[src/rtl/ov7670_dvp_tx.sv]
// rtl/ov7670_dvp_tx.sv - OV7670-style DVP camera source for in-fabric loopback
//
// Purpose: emulates the OV7670 parallel video port. It produces c_VSYNC/c_HREF/
// c_PCLK/c_DOUT framing and serializes RGB565 pixels high byte first.
//
// Ports:
//   clk_25MHz   sole clock; c_PCLK is clk_25MHz/2
//   rst_n       asynchronous active-low reset
//   enable      run frames while high; a frame in flight always completes
//   px_data     RGB565 pixel from upstream
//   px_valid    px_data holds a pixel
//   px_ready    one-cycle pulse: px_data was latched (consumed) this cycle
//   c_PCLK      byte clock; data is stable across its rising edge
//   c_HREF      line-active qualifier
//   c_VSYNC     frame sync, active high
//   c_DOUT      byte data (0 outside active bytes)
//   frame_done  one-cycle pulse when the front porch ends
//   underflow   sticky: a pixel was due while px_valid was low; clears at VSYNC
//
// Optional feature: define OV7670_DVP_TX_TEST_PATTERN_EN to replace the pixel
// stream with 8 internal vertical colour bars (px_ready held 0, underflow 0).
module ov7670_dvp_tx #(
  parameter int H_ACTIVE    = 640,
  parameter int H_BLANK     = 144,
  parameter int V_ACTIVE    = 480,
  parameter int VSYNC_LINES = 3,
  parameter int V_BACK      = 17,
  parameter int V_FRONT     = 10
) (
  input  logic        clk_25MHz,
  input  logic        rst_n,
  input  logic        enable,
  input  logic [15:0] px_data,
  input  logic        px_valid,
  output logic        px_ready,
  output logic        c_PCLK,
  output logic        c_HREF,
  output logic        c_VSYNC,
  output logic [7:0]  c_DOUT,
  output logic        frame_done,
  output logic        underflow
);

  localparam int LINE_BYTES = 2 * (H_ACTIVE + H_BLANK);
  localparam int ACT_BYTES  = 2 * H_ACTIVE;
  localparam int BYTE_W     = $clog2(LINE_BYTES);
  localparam int LINE_W     = $clog2(VSYNC_LINES + V_BACK + V_ACTIVE + V_FRONT + 1);

  typedef enum logic [2:0] {
    S_IDLE,
    S_VSYNC,
    S_V_BACK,
    S_ACTIVE,
    S_V_FRONT
  } state_t;

  state_t              state;
  state_t              nxt_state;
  logic                phase;
  logic [BYTE_W-1:0]   byte_cnt;
  logic [BYTE_W-1:0]   nxt_byte;
  logic [LINE_W-1:0]   line_cnt;
  logic [LINE_W-1:0]   nxt_line;
  logic [LINE_W-1:0]   state_len;
  logic                frame_end;
  logic                nxt_active;
  logic                nxt_hi;
  logic [7:0]          lo_byte;
  logic [15:0]         src_data;
  logic                src_valid;

  assign c_PCLK = phase;

  always_comb begin
    state_len = '0;
    case (state)
      S_VSYNC:   state_len = LINE_W'(VSYNC_LINES);
      S_V_BACK:  state_len = LINE_W'(V_BACK);
      S_ACTIVE:  state_len = LINE_W'(V_ACTIVE);
      S_V_FRONT: state_len = LINE_W'(V_FRONT);
      default:   state_len = '0;
    endcase
  end

  // Position of the byte period that the next phase-0 entry will launch.
  always_comb begin
    nxt_state = state;
    nxt_byte  = byte_cnt;
    nxt_line  = line_cnt;
    frame_end = 1'b0;
    if (state == S_IDLE) begin
      if (enable) nxt_state = S_VSYNC;
    end else if (byte_cnt == BYTE_W'(LINE_BYTES - 1)) begin
      nxt_byte = '0;
      if (line_cnt == state_len - LINE_W'(1)) begin
        nxt_line = '0;
        case (state)
          S_VSYNC:  nxt_state = S_V_BACK;
          S_V_BACK: nxt_state = S_ACTIVE;
          S_ACTIVE: nxt_state = S_V_FRONT;
          default: begin
            frame_end = 1'b1;
            nxt_state = enable ? S_VSYNC : S_IDLE;
          end
        endcase
      end else begin
        nxt_line = line_cnt + LINE_W'(1);
      end
    end else begin
      nxt_byte = byte_cnt + BYTE_W'(1);
    end
  end

  assign nxt_active = (nxt_state == S_ACTIVE) && (nxt_byte < BYTE_W'(ACT_BYTES));
  assign nxt_hi     = nxt_active && !nxt_byte[0];

`ifdef OV7670_DVP_TX_TEST_PATTERN_EN
  localparam bit USE_STREAM = 1'b0;
  localparam int BAR_BYTES  = 2 * (H_ACTIVE / 8);

  logic [2:0] tp_bar;
  wire        unused_stream = &{1'b0, px_data, px_valid};

  // Bar index from the byte position: count the bar boundaries already passed.
  always_comb begin
    tp_bar = '0;
    for (int k = 1; k < 8; k++) begin
      if (int'(nxt_byte) >= k * BAR_BYTES) tp_bar = 3'(k);
    end
  end

  always_comb begin
    src_valid = 1'b1;
    case (tp_bar)
      3'd0:    src_data = 16'hFFFF;
      3'd1:    src_data = 16'hFFE0;
      3'd2:    src_data = 16'h07FF;
      3'd3:    src_data = 16'h07E0;
      3'd4:    src_data = 16'hF81F;
      3'd5:    src_data = 16'hF800;
      3'd6:    src_data = 16'h001F;
      default: src_data = 16'h0000;
    endcase
  end
`else
  localparam bit USE_STREAM = 1'b1;

  assign src_data  = px_data;
  assign src_valid = px_valid;
`endif

  always_ff @(posedge clk_25MHz or negedge rst_n) begin
    if (!rst_n) begin
      phase      <= 1'b0;
      state      <= S_IDLE;
      byte_cnt   <= '0;
      line_cnt   <= '0;
      c_HREF     <= 1'b0;
      c_VSYNC    <= 1'b0;
      c_DOUT     <= 8'h00;
      lo_byte    <= 8'h00;
      px_ready   <= 1'b0;
      frame_done <= 1'b0;
      underflow  <= 1'b0;
    end else begin
      phase      <= ~phase;
      px_ready   <= 1'b0;
      frame_done <= 1'b0;
      // All video outputs move only on the edge entering phase 0 (c_PCLK falling).
      if (phase) begin
        state      <= nxt_state;
        byte_cnt   <= nxt_byte;
        line_cnt   <= nxt_line;
        c_VSYNC    <= (nxt_state == S_VSYNC);
        c_HREF     <= nxt_active;
        frame_done <= frame_end;
        if ((nxt_state == S_VSYNC) && (state != S_VSYNC)) underflow <= 1'b0;
        if (nxt_hi) begin
          if (src_valid) begin
            c_DOUT   <= src_data[15:8];
            lo_byte  <= src_data[7:0];
            px_ready <= USE_STREAM;
          end else begin
            // Starved pixel: emit zeros and leave the pending pixel unconsumed.
            c_DOUT    <= 8'h00;
            lo_byte   <= 8'h00;
            underflow <= 1'b1;
          end
        end else if (nxt_active) begin
          c_DOUT <= lo_byte;
        end else begin
          c_DOUT <= 8'h00;
        end
      end
    end
  end

endmodule

[config.mk]
export PLATFORM = sky130hd
export DESIGN_NAME = ov7670_dvp_tx
export DESIGN_NICKNAME = d
export VERILOG_FILES = /design/src/rtl/ov7670_dvp_tx.sv
export SDC_FILE = /design/constraint.sdc
export NUM_CORES = 1
export LEC_CHECK = 0
export BUFFER_PORTS_ARGS = -buffer_cell sky130_fd_sc_hd__buf_2
export CELL_PAD_IN_SITES_DETAIL_PLACEMENT = 0
export CELL_PAD_IN_SITES_GLOBAL_PLACEMENT = 1
export CORE_ASPECT_RATIO = 0.75
export CORE_MARGIN = 2
export CORE_UTILIZATION = 47
export DETAILED_ROUTE_END_ITERATION = 10
export GPL_ROUTABILITY_DRIVEN = 1
export GPL_TIMING_DRIVEN = 0
export PLACE_DENSITY_LB_ADDON = 0.2
export REMOVE_ABC_BUFFERS = 1
export SYNTH_ARGS = -nofsm -noshare
export SYNTH_HDL_FRONTEND = slang
export SYNTH_SLANG_ARGS = --single-unit
[constraint.sdc]
create_clock -name clk_25MHz -period 6.4 [get_ports clk_25MHz]
set_clock_uncertainty 0.15 [all_clocks]
set_input_delay 0.64 -clock clk_25MHz [delete_from_list [all_inputs] [get_ports clk_25MHz]]
set_output_delay 0.64 -clock clk_25MHz [all_outputs]
set_load 0.02 [all_outputs]
==> run summary <==
worst slack, placed = 2.36 ns
start of the worst register-to-register path = state[0]
Period Utilization, post-route = 63.7%
Die Footprint = 5990 um2
H-tree levels = 2
hold_ws = 0.341 ns
ratio of routed vias to standard cells = 5.29
Filler cells = 519
Max-slew headroom = 11.8%
count of distinct cell types in the synthesized netlist = 42
non-filler cells, final = 378
length of routed met3 wiring = 156 um
Port Buf Inserts = 33
highest metal used = met4
share of the core filled with cells in the final layout = 53.9%
Die Width = 88.7 um
post-synthesis instance total = 274
run status = finished, final reports clean
number of nets with antenna violations after detailed routing = 0
clock latency at the later pin of the worst-skew pair = 0.30 ns
WS Path Type = reg -> reg
met2 routed WL = 2160 um
Setup crit end kind = flop
number of maximum-capacitance constraint violations = 0
Met1 Routed Length = 2820 um
cells taking the most area after synthesis = sky130_fd_sc_hd__dfrtp_1, sky130_fd_sc_hd__nand2_1, sky130_fd_sc_hd__mux2i_1
top-count cell post-synth = sky130_fd_sc_hd__dfrtp_1
Initial DRT Pass Iterations = 4
number of buffers inserted by post-CTS setup repair = 0
count of routing violations after the opening detailed-route iteration = 113
Slew Viols, Final = 0
quantity of gates resized following cts = 0
top cell type's share of synthesized area = 44.5%
sum of routed wire length over all layers = 5220 um
highest clock rate = 245 MHz
area of the placeable core = 5270 um2
number of setup violations in the final report = 0
setup repair after global routing missed its margin = no
clock sink total = 45
number of global-route vias before repair = 1723
Die Span Y = 67.5 um
Routed wire per std cell = 13.8 um
last weighted congestion value of the routability-driven placer = 0.794
Congestion Overflow GR = 0
final sum of negative setup slack = 0 ns
count of standard-cell rows = 23
required time of the worst setup path = 6.47 ns
Clk Tree Root Cell = sky130_fd_sc_hd__clkbuf_8
Tmin final = 4.08 ns
final count of hold timing violations = 0
power per cell area = 244 nW/um2
Yosys top cell by area = sky130_fd_sc_hd__dfrtp_1
wire length of the first global-routing pass = 8600 um
final antenna diode count = 0
number of enable flip-flop cells after synthesis = 0
worst vdd rail ir drop = 0.0000949 V
static power due to leakage = 1.35 nW
post-layout worst setup margin = 2.32 ns
CP startpoint kind = flop
asr flop ratio synth = 100%
DRC Markers = 0
actual transition at the worst max-transition pin = 1.32 ns
warning count from the yosys run = 0
Arr. time, crit path = 4.15 ns
total number of vias = 1999
starting density of the core = 48.0%
placed cells = 370
count of boundary I/O pins = 34
dominant register cell in the synthesized netlist = sky130_fd_sc_hd__dfrtp_1
fraction of final layout cells sized beyond drive strength 1 = 15.5%
critical-path maximum fanout = 19
net count reported at finish = 326
sequential fraction of the synthesis area = 44.5%
area of the mapped netlist = 2530 um2
dpl hpwl = 3670 um
pin count of the biggest net entering global routing = 46
number of antenna violations at the first check in global routing = 0
crit path launch = state[0]
hold buffer count at CTS = 0
class of the most critical hold timing path = reg -> reg
Avg Inst Size Synth = 9.23 um2
Total GRT Usage = 18.7%
area added between synthesis and finish = 12.2%
Multi-input gate area = 1290 um2
Bufs on Longest Clock Path = 2
CTS tree = built
FF+latch count, synth = 45
area taken by flip-flops and latches = 1130 um2
Reg clk slew, reported paths = 0.08 ns
TritonCTS Buffers = 5
hold path startpoint = c_DOUT[6]
commonest cells in the netlist = sky130_fd_sc_hd__dfrtp_1, sky130_fd_sc_hd__nand2_1, sky130_fd_sc_hd__nor2_1
==> per-stage QoR <==
step | power (mW) | area, um2
floorplan | 0.433 | 2460
global placement | 0.471 | 2720
detailed placement | 0.474 | 2720
CTS | 0.697 | 2840
global route | 0.736 | 2840
finish | 0.692 | 2840
==> worst max-delay path: stages, from the launching register on <==
cell                        delay, ns
sky130_fd_sc_hd__dfrtp_1         0.80
sky130_fd_sc_hd__xnor2_1         0.14
sky130_fd_sc_hd__or2_2           0.31
sky130_fd_sc_hd__ha_1            0.27
sky130_fd_sc_hd__ha_1            0.25
sky130_fd_sc_hd__xnor2_1         0.18
sky130_fd_sc_hd__mux2_2          0.35
sky130_fd_sc_hd__a32o_1          0.23
sky130_fd_sc_hd__or4_1           0.60
sky130_fd_sc_hd__xnor2_4         0.29
sky130_fd_sc_hd__nand4_4         0.22
sky130_fd_sc_hd__o2bb2ai_1       0.22
==> final timing paths <==
path                               endpoint  slack, ns  depth (start not counted)
worst max-delay path              c_DOUT[3]       2.32                         11
worst min-delay path              c_DOUT[6]       0.34                          1
worst max register to register    c_DOUT[3]       2.32                         11
worst min register to register    c_DOUT[6]       0.34                          1
max in group asynchronous          state[0]       5.13                          1
min in group asynchronous       line_cnt[2]       0.35                          1
==> state kept, by name, indices dropped and copies added (netlist names) <==
signal,cells
c_HREF,1
lo_byte,8
line_cnt,9
c_PCLK,1
byte_cnt,11
c_VSYNC,1
c_DOUT,8
px_ready,1
frame_done,1
underflow,1
state,3
==> final cells by class <==
class	instances	share of cell area [%]
well taps	75	3.31
clock buffers	7	3.04
clock inverters	1	1.06
repair buffers	33	5.82
inverters	13	1.72
flip-flops and latches	45	39.7
multi-input cells	204	45.4
==> power breakdown <==
part | total [mW] | switching (mW) | internal (mW)
Sequential | 0.339 | 0.0302 | 0.309
Combinational | 0.128 | 0.0741 | 0.0542
Clock | 0.225 | 0.0972 | 0.127
Total | 0.692 | 0.201 | 0.490
==> per-layer routing <==
layer	vias to the layer above	track usage, %
li1	1022	-
met1	948	29.4
met2	23	25.1
met3	6	3.79
met4	0	6.82
met5	-	0
==> logic make-up (layout without fill, tap and decap cells) <==
family	Yosys count	in the layout	share of synthesized area, %
multiplexers	14	14	5.69
buffers and inverters	25	54	4.55
flip-flops	45	45	44.5
AND/OR/NAND/NOR	110	110	22.0
AO/OA/AOI/OAI	61	61	15.4
adder cells (fa/ha/maj)	4	4	1.98
XOR/XNOR	15	15	5.93
==> cell usage in the layout (no fill, tap or decap), types with 2 or more instances in the layout <==
| master | instances |
|---|---|
| sky130_fd_sc_hd__dfrtp_1 | 45 |
| sky130_fd_sc_hd__nand2_1 | 34 |
| sky130_fd_sc_hd__buf_2 | 33 |
| sky130_fd_sc_hd__nor2_1 | 24 |
| sky130_fd_sc_hd__o21ai_0 | 20 |
| sky130_fd_sc_hd__inv_1 | 13 |
| sky130_fd_sc_hd__mux2i_1 | 11 |
| sky130_fd_sc_hd__nand3_1 | 11 |
| sky130_fd_sc_hd__a31oi_1 | 10 |
| sky130_fd_sc_hd__o2bb2ai_1 | 9 |
| sky130_fd_sc_hd__xnor2_1 | 8 |
| sky130_fd_sc_hd__a21oi_1 | 8 |
| sky130_fd_sc_hd__and3_1 | 8 |
| sky130_fd_sc_hd__xor2_1 | 6 |
| sky130_fd_sc_hd__and2_1 | 6 |
| sky130_fd_sc_hd__clkbuf_8 | 6 |
| sky130_fd_sc_hd__nand4_1 | 5 |
| sky130_fd_sc_hd__nor3_1 | 5 |
| sky130_fd_sc_hd__nand2b_1 | 4 |
| sky130_fd_sc_hd__ha_1 | 4 |
| sky130_fd_sc_hd__mux2_2 | 3 |
| sky130_fd_sc_hd__o211ai_1 | 3 |
| sky130_fd_sc_hd__and4_1 | 2 |
| sky130_fd_sc_hd__o21bai_1 | 2 |
| sky130_fd_sc_hd__or3_1 | 2 |
| sky130_fd_sc_hd__or4_1 | 2 |
| sky130_fd_sc_hd__a21o_1 | 2 |
| sky130_fd_sc_hd__o31ai_1 | 2 |
(Power assumes the default switching activity.)
